==> src/rtl/ecall_controller_pkg.sv <==
// Shared constants, state encoding and helpers for the ECALL service controller.
package ecall_controller_pkg;

  localparam int unsigned XLEN_DEF      = 32;
  localparam int unsigned DISP_HOLD_DEF = 8;
  localparam int unsigned SYS_PRINT_DEF = 1;
  localparam int unsigned SYS_READ_DEF  = 5;
  localparam int unsigned SYS_EXIT_DEF  = 10;

  localparam logic [31:0] ECALL_OPCODE = 32'h0000_0073;
  localparam logic [4:0]  ECALL_RD     = 5'd10;

  typedef enum logic [2:0] {
    ST_IDLE      = 3'd0,
    ST_PRINT     = 3'd1,
    ST_READ_WAIT = 3'd2,
    ST_READ_WB   = 3'd3,
    ST_DONE      = 3'd4,
    ST_HALT      = 3'd5
  } state_e;

  // States in which the core must stay frozen regardless of the bus contents.
  function automatic logic is_stall_state(input state_e s);
    return (s == ST_PRINT) || (s == ST_READ_WAIT) || (s == ST_READ_WB) || (s == ST_HALT);
  endfunction

endpackage

==> src/rtl/ecall_controller_btn_sync_edge.sv <==
// Two-flop synchroniser for an asynchronous push button plus a rising-edge pulse.
// The history flop updates every cycle, so a button held across any window never
// produces a late edge.
module ecall_controller_btn_sync_edge (
  input  logic clk,
  input  logic reset_n,
  input  logic btn_i,
  output logic rise_c_o
);

  logic [1:0] sync_q;
  logic       prev_q;

  // Synchroniser chain followed by the edge-detect history flop.
  always_ff @(posedge clk or negedge reset_n) begin
    if (!reset_n) begin
      sync_q <= 2'b00;
      prev_q <= 1'b0;
    end else begin
      sync_q <= {sync_q[0], btn_i};
      prev_q <= sync_q[1];
    end
  end

  assign rise_c_o = sync_q[1] & ~prev_q;

endmodule

==> src/rtl/ecall_controller.sv <==
// ECALL service sequencer: stalls the core and runs print / read / exit services
// selected by a7, taking over the x10 write port to return read data.
module ecall_controller
  import ecall_controller_pkg::*;
#(
  parameter int unsigned XLEN      = XLEN_DEF,
  parameter int unsigned DISP_HOLD = DISP_HOLD_DEF,
  parameter int unsigned SYS_PRINT = SYS_PRINT_DEF,
  parameter int unsigned SYS_READ  = SYS_READ_DEF,
  parameter int unsigned SYS_EXIT  = SYS_EXIT_DEF
) (
  input  logic            clk,
  input  logic            reset_n,
  input  logic            instr_valid,
  input  logic [31:0]     instruction,
  input  logic [XLEN-1:0] a7,
  input  logic [XLEN-1:0] a0,
  input  logic [XLEN-1:0] sw_in,
  input  logic            confirm_btn,
  output logic            stall,
  output logic            halted,
  output logic            ecall_we,
  output logic [4:0]      ecall_waddr,
  output logic [XLEN-1:0] ecall_wdata,
  output logic [XLEN-1:0] disp_data,
  output logic            disp_valid,
  output logic            bad_ecall
);

  localparam int unsigned CNT_W = $clog2(DISP_HOLD) + 1;

  state_e            state_q, state_d;
  logic [CNT_W-1:0]  cnt_q, cnt_d;
  logic [XLEN-1:0]   rd_buf_q, rd_buf_d;
  logic [XLEN-1:0]   disp_data_q, disp_data_d;
  logic              disp_valid_q, disp_valid_d;
  logic              halted_q;
  logic              ecall_we_q;
  logic              hit;
  logic              confirm_rise;

  ecall_controller_btn_sync_edge u_confirm (
    .clk      (clk),
    .reset_n  (reset_n),
    .btn_i    (confirm_btn),
    .rise_c_o (confirm_rise)
  );

  // An ECALL is only decoded from IDLE; DONE lets the PC step past it.
  assign hit   = instr_valid && (instruction == ECALL_OPCODE) && (state_q == ST_IDLE);
  assign stall = hit || is_stall_state(state_q);

  // Next-state, service datapath and the combinational bad-code pulse.
  always_comb begin
    state_d      = state_q;
    cnt_d        = cnt_q;
    rd_buf_d     = rd_buf_q;
    disp_data_d  = disp_data_q;
    disp_valid_d = disp_valid_q;
    bad_ecall    = 1'b0;
    unique case (state_q)
      ST_IDLE: begin
        if (hit) begin
          if (a7 == XLEN'(SYS_PRINT)) begin
            state_d      = ST_PRINT;
            disp_data_d  = a0;
            disp_valid_d = 1'b1;
            cnt_d        = CNT_W'(DISP_HOLD - 1);
          end else if (a7 == XLEN'(SYS_READ)) begin
            state_d = ST_READ_WAIT;
          end else if (a7 == XLEN'(SYS_EXIT)) begin
            state_d = ST_HALT;
          end else begin
            bad_ecall = 1'b1;
            state_d   = ST_DONE;
          end
        end
      end
      ST_PRINT: begin
        if (cnt_q == '0) state_d = ST_DONE;
        else             cnt_d   = cnt_q - CNT_W'(1);
      end
      ST_READ_WAIT: begin
        if (confirm_rise) begin
          rd_buf_d = sw_in;
          state_d  = ST_READ_WB;
        end
      end
      ST_READ_WB: state_d = ST_DONE;
      ST_DONE:    state_d = ST_IDLE;
      ST_HALT:    state_d = ST_HALT;
      default:    state_d = ST_IDLE;
    endcase
  end

  // State and registered outputs; write-enable and halted follow the next state.
  always_ff @(posedge clk or negedge reset_n) begin
    if (!reset_n) begin
      state_q      <= ST_IDLE;
      cnt_q        <= '0;
      rd_buf_q     <= '0;
      disp_data_q  <= '0;
      disp_valid_q <= 1'b0;
      halted_q     <= 1'b0;
      ecall_we_q   <= 1'b0;
    end else begin
      state_q      <= state_d;
      cnt_q        <= cnt_d;
      rd_buf_q     <= rd_buf_d;
      disp_data_q  <= disp_data_d;
      disp_valid_q <= disp_valid_d;
      halted_q     <= (state_d == ST_HALT);
      ecall_we_q   <= (state_d == ST_READ_WB);
    end
  end

  assign halted      = halted_q;
  assign ecall_we    = ecall_we_q;
  assign ecall_waddr = ECALL_RD;
  assign ecall_wdata = rd_buf_q;
  assign disp_data   = disp_data_q;
  assign disp_valid  = disp_valid_q;

endmodule

==> config.mk <==
export PLATFORM = sky130hd
export DESIGN_NAME = ecall_controller
export DESIGN_NICKNAME = d
export VERILOG_FILES = /design/src/rtl/ecall_controller_pkg.sv /design/src/rtl/ecall_controller_btn_sync_edge.sv /design/src/rtl/ecall_controller.sv
export SDC_FILE = /design/constraint.sdc
export NUM_CORES = 1
export LEC_CHECK = 0
export ABC_AREA = 1
export CORE_MARGIN = 1
export CORE_UTILIZATION = 35
export CTS_CLUSTER_SIZE = 28
export DETAILED_ROUTE_END_ITERATION = 8
export HOLD_SLACK_MARGIN = 0.08
export PLACE_DENSITY = 0.77
export REMOVE_ABC_BUFFERS = 1
export SETUP_SLACK_MARGIN = 0.1
export SKIP_CTS_REPAIR_TIMING = 1
export SYNTH_ARGS = -nofsm -noshare
export SYNTH_HDL_FRONTEND = slang
export SYNTH_HIERARCHICAL = 1
export SYNTH_SLANG_ARGS = --single-unit
==> constraint.sdc <==
create_clock -name clk -period 1.4 [get_ports clk]
set_input_delay 0.14 -clock clk [delete_from_list [all_inputs] [get_ports clk]]
set_output_delay 0.14 -clock clk [all_outputs]
set_load 0.05 [all_outputs]
Word-level counts from Yosys, hierarchy flattened
Index checks and enable logic that the tools add are counted.
- flip-flop bits (word level): 77
- input bits: 132
- $add $sub $neg: 1
- eq/ne operators: 13
- muxes and demuxes: 16
- bitwise operators: 2
- reductions and logical operators: 12
- operators by type and width (cell ; number):
    $eq A32 B1 Y1 const B ; 1
    $eq A32 B3 Y1 const B ; 1
    $eq A32 B4 Y1 const B ; 1
    $eq A32 B7 Y1 const B ; 1
    $mux W3 ; 5
    $pmux W3 S5 ; 1
    $mux W4 ; 3
    $eq A3 B2 Y1 const B ; 3
    $pmux W4 S2 ; 1
    $eq A3 B3 Y1 const B ; 2
    $mux W1 ; 6
    $logic_not A4 Y1 ; 1
    $logic_or A1 B1 Y1 ; 4
    $ne A2 B2 Y1 const B ; 2
    $reduce_and A4 Y1 ; 1
    $sub A4 B1 Y4 const B ; 1
    $eq A3 B1 Y1 const B ; 1
    $logic_not A3 Y1 ; 1
    $reduce_and A3 Y1 ; 1
    $logic_and A1 B1 Y1 ; 2
    $ne A2 B1 Y1 const B ; 1
    $reduce_and A2 Y1 ; 1
    $reduce_bool A2 Y1 ; 1
    $and A1 B1 Y1 ; 1
    $not A1 Y1 ; 1

Logic depth before layout (Yosys ltp)
Gate-level depths: netlist (run 1).
- word-level depth: 7
- mapped depth: 11

Hierarchy
Netlist (run 1), hierarchy kept.
- modules (own cells, without submodules) (module ; times used ; cells an instance ; area an instance (um2)):
    ecall_controller ; 1 ; 461 ; 3666.0
    ecall_controller_btn_sync_edge ; 1 ; 5 ; 85.1

Least setup slack after synthesis (run 1)
No wires, ideal clock.
- path type: reg-to-output
- start point: register state_q[0]
- end point: output port bad_ecall
- arrival: 1.566 ns
- data required time: 1.260 ns
- slack: -0.306 ns
- cell stages (with the launch flop): 8
- cells stage by stage: dfrtp_1 > inv_2 > nand3_2 > nor2_2 > nand2_2 > nor2_4 > nand3_1 > nor2_1
- cells in the longest elaborated chain, start to end: 4
- ends and longest elaborated chain (element ; RTL line ; text):
    start, declared ; ecall_controller.sv:32 ; state_e state_q, state_d;
    start signal, assigned ; ecall_controller.sv:107 ; state_q <= state_d;
    $logic_not A3 Y1 (*) ; ecall_controller.sv:50, ecall_controller.sv:61 ;
    $logic_and A1 B1 Y1 ; ecall_controller.sv:50 ; assign hit = instr_valid && (instruction == ECALL_OPCODE) && (state_q == ST_IDLE);
    $mux W1 ; ecall_controller.sv:63 ; if (hit) begin
    $mux W1 (*) ; ecall_controller.sv:61 ; unique case (state_q)
    end, declared ; ecall_controller.sv:27 ; output logic bad_ecall
Mark *: on every way between the ends. The rest lies on a longest branch, timed or not.

Worst setup path in the final report (run 1)
Same ends and word-level chain as after synthesis.

==> results of run 1 <==
## final cells by class
cell class              count  area (um2)  area share
multi-input cells         312        1866      0.2597
repair buffers            245        2756      0.3837
clock inverters             3       67.56    0.009406
clock buffers              13       158.9     0.02212
flip-flops and latches     77        1927      0.2682
well taps                 136       170.2     0.02369
inverters                  62       237.7     0.03310
## power by group
group          total [mW]  leakage [nW]  switching, mW  internal (mW)
clock network        1.90         0.110          0.794           1.10
logic               0.553          2.34          0.198          0.355
registers            2.23         0.897        0.00147           2.23
## worst min-delay path by stage
stage	startpoint	end	slack, ns	cells after the start
detailed placement	reset_n	ecall_wdata[1]	0.19	2
finish	confirm_btn	u_confirm/sync_q[0]	0.24	1
global route	confirm_btn	u_confirm/sync_q[0]	0.22	1
global placement	reset_n	ecall_wdata[31]	0.19	2
CTS	reset_n	ecall_we	-0.18	2
floorplan	reset_n	cnt_q[0]	-0.16	0
## state kept, by name (all words and copies together), names as in the netlist
name / count
cnt_q: 4
disp_data: 32
disp_valid: 1
ecall_wdata: 32
ecall_we: 1
halted: 1
state_q: 3
u_confirm/prev_q: 1
u_confirm/sync_q: 2
## layer usage
layer | vias up | global-route usage
met2 | 121 | 0.3280
met5 | - | 0
li1 | 1880 | -
met1 | 1792 | 0.2104
met3 | 17 | 0.04329
met4 | 0 | 0.06151
## per-stage QoR
stage               instances  TNS, ns  total power, mW  cell area (um2)  worst slack (ns)
floorplan                 451   -49.37            2.375             3627           -0.9442
global placement          808   -12.54            2.804             6132           -0.3253
detailed placement        808   -15.35            2.813             6132           -0.4069
CTS                       824   -5.210            4.711             6359           -0.4374
global route              848   -15.16            4.875             7183           -0.5072
finish                    848   -10.47            4.679             7183           -0.4127
## cells by family after synthesis
kind of cell,count (synthesis)
buffers and inverters,80
DFF,77
and+or+nand+nor,266
AOI/OAI and AO/OA,38
adders and majority gates,1
xor gates and xnor gates,2
other,2
## cell usage in the layout (no fill, tap or decap), types with 3 or more instances in the layout
cell type / synthesis / layout
nor2_4: 1 / 3
o21ai_1: 11 / 5
buf_6: 6 / 7
clkdlybuf4s50_1: 0 / 130
inv_1: 60 / 56
buf_4: 5 / 64
inv_2: 2 / 5
nand4_1: 6 / 6
clkbuf_16: 0 / 7
nand2_2: 19 / 39
clkbuf_8: 0 / 11
buf_12: 0 / 34
nand2_4: 0 / 37
dfrtp_1: 77 / 77
nor2_1: 52 / 48
nor2_2: 10 / 12
nand2_1: 164 / 107
conb_1: 2 / 5
nand3_2: 4 / 3
o21ai_2: 23 / 28
==> key figures, run 1 <==
Clocking
  – CTS Sinks: 77
  – H-tree depth: 3
  – CTS root buffer: clkbuf_8
  – CTS Buf Count: 9
  – CTS tree: done
  – CTS Buffer Depth: 2
  – Worst skew pair latency: 0.34 ns
  – Clk slew on worst S/H paths: 0.07 ns

Synthesis
  – Synthesized flop and latch total: 77
  – Compound-Gate Fraction of Synth Area: 0.07472
  – XOR/XNOR Fraction of Synth Area: 0.004670
  – Simple-gate share of the synthesized area: 0.3035
  – Synth top cells by count: nand2_1, dfrtp_1, inv_1, nor2_1, o21ai_2
  – Most frequent cell after synthesis: nand2_1
  – Post-synth top area cell: dfrtp_1
  – Synth async-reset ratio: 1.000
  – Largest family of logic cells by synthesized area: simple AND/OR/NAND/NOR gates
  – Mapped Area: 3751 um2
  – Yosys warning count: 6
  – Post-synth cell types: 29
  – Adder-Cell Fraction of Synth Area: 0.003336
  – Post-synthesis mux area share: 0
  – Most used DFF post-synth: dfrtp_1
  – Largest cells by area after synthesis: dfrtp_1, nand2_1, inv_1
  – Mean Syn Cell Area: 8.050 um2
  – Post-synth EDFFs: 0
  – Sequential share of the synthesized area: 0.5137
  – Mapped Cells: 466
  – Area share of the largest cell type after synthesis: 0.5137

Route
  – Post-Route WL: 11.74 mm
  – Iter 0 DRT Violations: 216
  – Top Metal Used: met4
  – Avg Vias per Cell: 4.493
  – DRC violation count after routing: 0
  – Final ANT Viol Nets: 0
  – Routed wl met3: 503 um
  – WL met1: 4.496 mm
  – Met2 wire length: 6.529 mm
  – Via Count: 3,810
  – Pre-antenna DRT Iters: 4
  – Per-cell routed wire length: 13.84 um

Placement
  – GPL Wtd Cong: 0.8213
  – IO buf count: 200
  – DP HPWL: 7.680 mm

Pwr
  – PwrDens: 651.4 nW/um2
  – Maximum VDD drop: 0.5543 mV
  – Leak: 3.348 nW

Final layout
  – Share of cells above drive strength 1: 0.3638
  – # diodes: 0
  – Area Overhead vs Synth: 91.49%
  – Nets: 840
  – Post-route core utilization: 0.6927
  – Filler Cells Inserted: 786

Worst setup path
  – Worst path depth: 8
  – Register-to-register setup slack: -0.32 ns
  – Top cell by count, worst path: nor2_4
  – CP endpoint: bad_ecall
  – CP endpoint kind: output port
  – Reg2Reg Capture Point: disp_data[20]
  – Worst path max stage delay: 0.41 ns
  – CP Max Fanout: 3
  – Reg2reg start: state_q[0]
  – Arrival @ worst endpoint: 1.67 ns
  – R2R depth: 11
  – Critical Path Start: state_q[0]
  – WP data required: 1.26 ns
  – Slowest stage cell on the critical path: dfrtp_1
  – WS Path Type: flop to output port
  – Startpoint types: flop
  – Delay-heaviest family, CP: simple AND/OR/NAND/NOR gates
  – Worst path cell trace: inv_2, nand3_2, nor2_2, nand2_2, nor2_4, nand3_4, nor2_4, buf_12
  – WP buf/inv: 2

STA
  – Fin worst setup slack: -0.4127 ns
  – Clock skew: 0.01205 ns
  – Final hold slack: 0.2414 ns
  – Setup-failing EPs final: 62
  – Fin. max-slew vios: 0
  – Min cycle time layout: 1.813 ns
  – Final hold vios: 0
  – Fmax: 551.6 MHz
  – RSZ-0062 raised after global routing: yes
  – Post-route clock period utilization: 1.295

Outcome
  – Failing checks: negative setup slack
  – Outcome: complete, but fails checks

GRT
  – Largest net degree at the start of global routing: 78
  – GRT overflow: 0
  – First-pass GRT wire length: 16.24 mm
  – Vias in the first global route: 3,623
  – Antenna violations before repair: 0
  – Total GRT Usage: 0.1818

Min path
  – Hold Path Class: input pin to flop

Floorplan
  – Die H: 105.5 um
  – Core area: 10,370 um2
  – Die area: 11,140 um2
  – Width of the die: 105.5 um
  – # IOs: 206
  – Starting density of the core: 0.3617
  – Rows: 37

Job
  – Max-Cap Viols: 0
Power figures use the tool's default switching activity.
==> inputs of run 2 (changes only) <==
--- a/config.mk
+++ b/config.mk
@@ -6,12 +6,14 @@
 export NUM_CORES = 1
 export LEC_CHECK = 0
 export ABC_AREA = 1
+export CORE_ASPECT_RATIO = 0.9
 export CORE_MARGIN = 1
-export CORE_UTILIZATION = 35
+export CORE_UTILIZATION = 36
+export CTS_BUF_LIST = sky130_fd_sc_hd__clkbuf_4 sky130_fd_sc_hd__clkbuf_8
 export CTS_CLUSTER_SIZE = 28
 export DETAILED_ROUTE_END_ITERATION = 8
 export HOLD_SLACK_MARGIN = 0.08
-export PLACE_DENSITY = 0.77
+export PLACE_DENSITY = 0.78
 export REMOVE_ABC_BUFFERS = 1
 export SETUP_SLACK_MARGIN = 0.1
 export SKIP_CTS_REPAIR_TIMING = 1
==> run 2 against run 1 <==
Net effect: the run still ends with negative setup slack left; final area shrank 5.4%; sequential power is essentially flat; clock skew grew 0.0037 ns; setup slack gained 0.044 ns; largest power group unchanged; register-to-register slack gained 0.12 ns; wire length shrank 3.9%; utilization shrank 0.70 points; flip-flop and latch count is the same; critical path type unchanged.
==> key figures, run 2 (same netlist as run 1, synthesis figures left out) <==
Placement
  – DP HPWL: 7.995 mm
  – IO buf count: 200
  – Dpl cell area: 6160 um2
  – GPL Wtd Cong: 0.7834
  – Place WS: -0.3884 ns

Pwr
  – PwrDens: 652.9 nW/um2
  – Leak: 3.208 nW
  – Pwr Total: 4.438 mW
  – Maximum VDD drop: 0.5384 mV

Min path
  – Hold_sp: confirm_btn
  – Hold Path Class: input pin to flop
  – Hold path depth: 1
  – Worst Hold End: u_confirm/sync_q[0]

Floorplan
  – Width of the die: 109.6 um
  – Die area: 10,830 um2
  – Rows: 34
  – # IOs: 206
  – Starting density of the core: 0.3784
  – Die H: 98.84 um
  – Core area: 9912 um2

Outcome
  – Outcome: complete, but fails checks
  – Failing checks: negative setup slack

Worst setup path
  – R2R depth: 10
  – Register-to-register setup slack: -0.20 ns
  – WS Path Type: flop to output port
  – CP endpoint kind: output port
  – Reg2reg start: state_q[0]
  – CP Max Fanout: 2
  – Reg2Reg Capture Point: disp_data[24]
  – WP data required: 1.26 ns
  – Arrival @ worst endpoint: 1.63 ns
  – Startpoint types: flop

Route
  – Pre-antenna DRT Iters: 4
  – Avg Vias per Cell: 4.476
  – DRC violation count after routing: 0
  – Post-Route WL: 11.28 mm
  – Final ANT Viol Nets: 0
  – Via Count: 3,742
  – Per-cell routed wire length: 13.49 um
  – Iter 0 DRT Violations: 109

Clocking
  – CTS Sinks: 77
  – H-tree depth: 3
  – Clk slew on worst S/H paths: 0.07 ns
  – CTS Buf Count: 9
  – CTS Buffer Depth: 2
  – Worst skew pair latency: 0.35 ns
  – CTS root buffer: clkbuf_8
  – CTS tree: done

Final layout
  – Filler Cells Inserted: 757
  – Area Overhead vs Synth: 81.19%
  – Most frequent cells in the layout: nand2_1, clkdlybuf4s50_1, dfrtp_1
  – Most common cell after layout, fill and taps aside: nand2_1
  – Share of cells above drive strength 1: 0.3028
  – # diodes: 0
  – Final Cell Area: 6797 um2
  – Nets: 838

STA
  – Fin. max-slew vios: 0
  – Final hold slack: 0.2404 ns
  – Fmax: 565.2 MHz
  – Min cycle time layout: 1.769 ns
  – Clock skew: 0.01574 ns
  – Setup-failing EPs final: 68
  – Final hold vios: 0
  – RSZ-0062 raised after global routing: yes
  – Post-route clock period utilization: 1.264
  – Fin worst setup slack: -0.3692 ns

GRT
  – First-pass GRT wire length: 15.75 mm
  – Antenna violations before repair: 0
  – Vias in the first global route: 3,518
  – GRT overflow: 0
  – Largest net degree at the start of global routing: 34
  – Total GRT Usage: 0.1871

Job
  – Max-Cap Viols: 0
-- run 2: layer usage --
| layer | part of all wire | vias up | GRT usage |
|---|---|---|---|
| met5 | 0 | - | 0 |
| met4 | 0.016 | 0 | 0.05333 |
| met3 | 0.070 | 17 | 0.06481 |
| met2 | 0.52 | 139 | 0.3401 |
| met1 | 0.40 | 1713 | 0.2033 |
| li1 | - | 1873 | - |
-- run 2: per-stage QoR --
step | std cells | util | setup TNS [ns]
final | 836 | 0.6857 | -7.945
after detailed placement | 799 | 0.6214 | -14.49
after global placement | 799 | 0.6214 | -11.71
after floorplan | 451 | - | -49.37
after CTS | 815 | 0.6411 | -3.782
after global routing | 836 | 0.6857 | -14.96
-- run 2: layout make-up --
class                   count  area (um2)  area share
multi-input cells         312        1605      0.2362
well taps                 126       157.7     0.02320
clock buffers              10       131.4     0.01933
flip-flops and latches     77        1927      0.2835
inverters                  62       240.2     0.03535
clock inverters             6       63.81    0.009389
repair buffers            243        2671      0.3930
-- run 2: worst max-delay path, cell delays in order (launching register included) --
cell and delay, ns:
dfrtp_1 0.40, inv_2 0.08, nand3_4 0.08, inv_2 0.06
nand2_1 0.05, nor2_1 0.09, nand2_1 0.07, nor2_2 0.16
nor2_1 0.06, nand2_1 0.11, buf_12 0.14
-- run 2: worst max-delay path by stage --
stage,from,endpoint
after CTS,state_q[2],stall
after global placement,instruction[5],disp_data[25]
after global routing,state_q[0],stall
after detailed placement,instruction[19],disp_data[25]
after floorplan,state_q[0],disp_data[22]
final,state_q[0],stall
-- run 2: where the power goes --
part           internal, mW  leakage, nW  switching, mW
sequential             2.23        0.897        0.00195
combinational         0.361         2.22          0.192
clock                 0.840       0.0957          0.816
total                  3.43         3.21           1.01
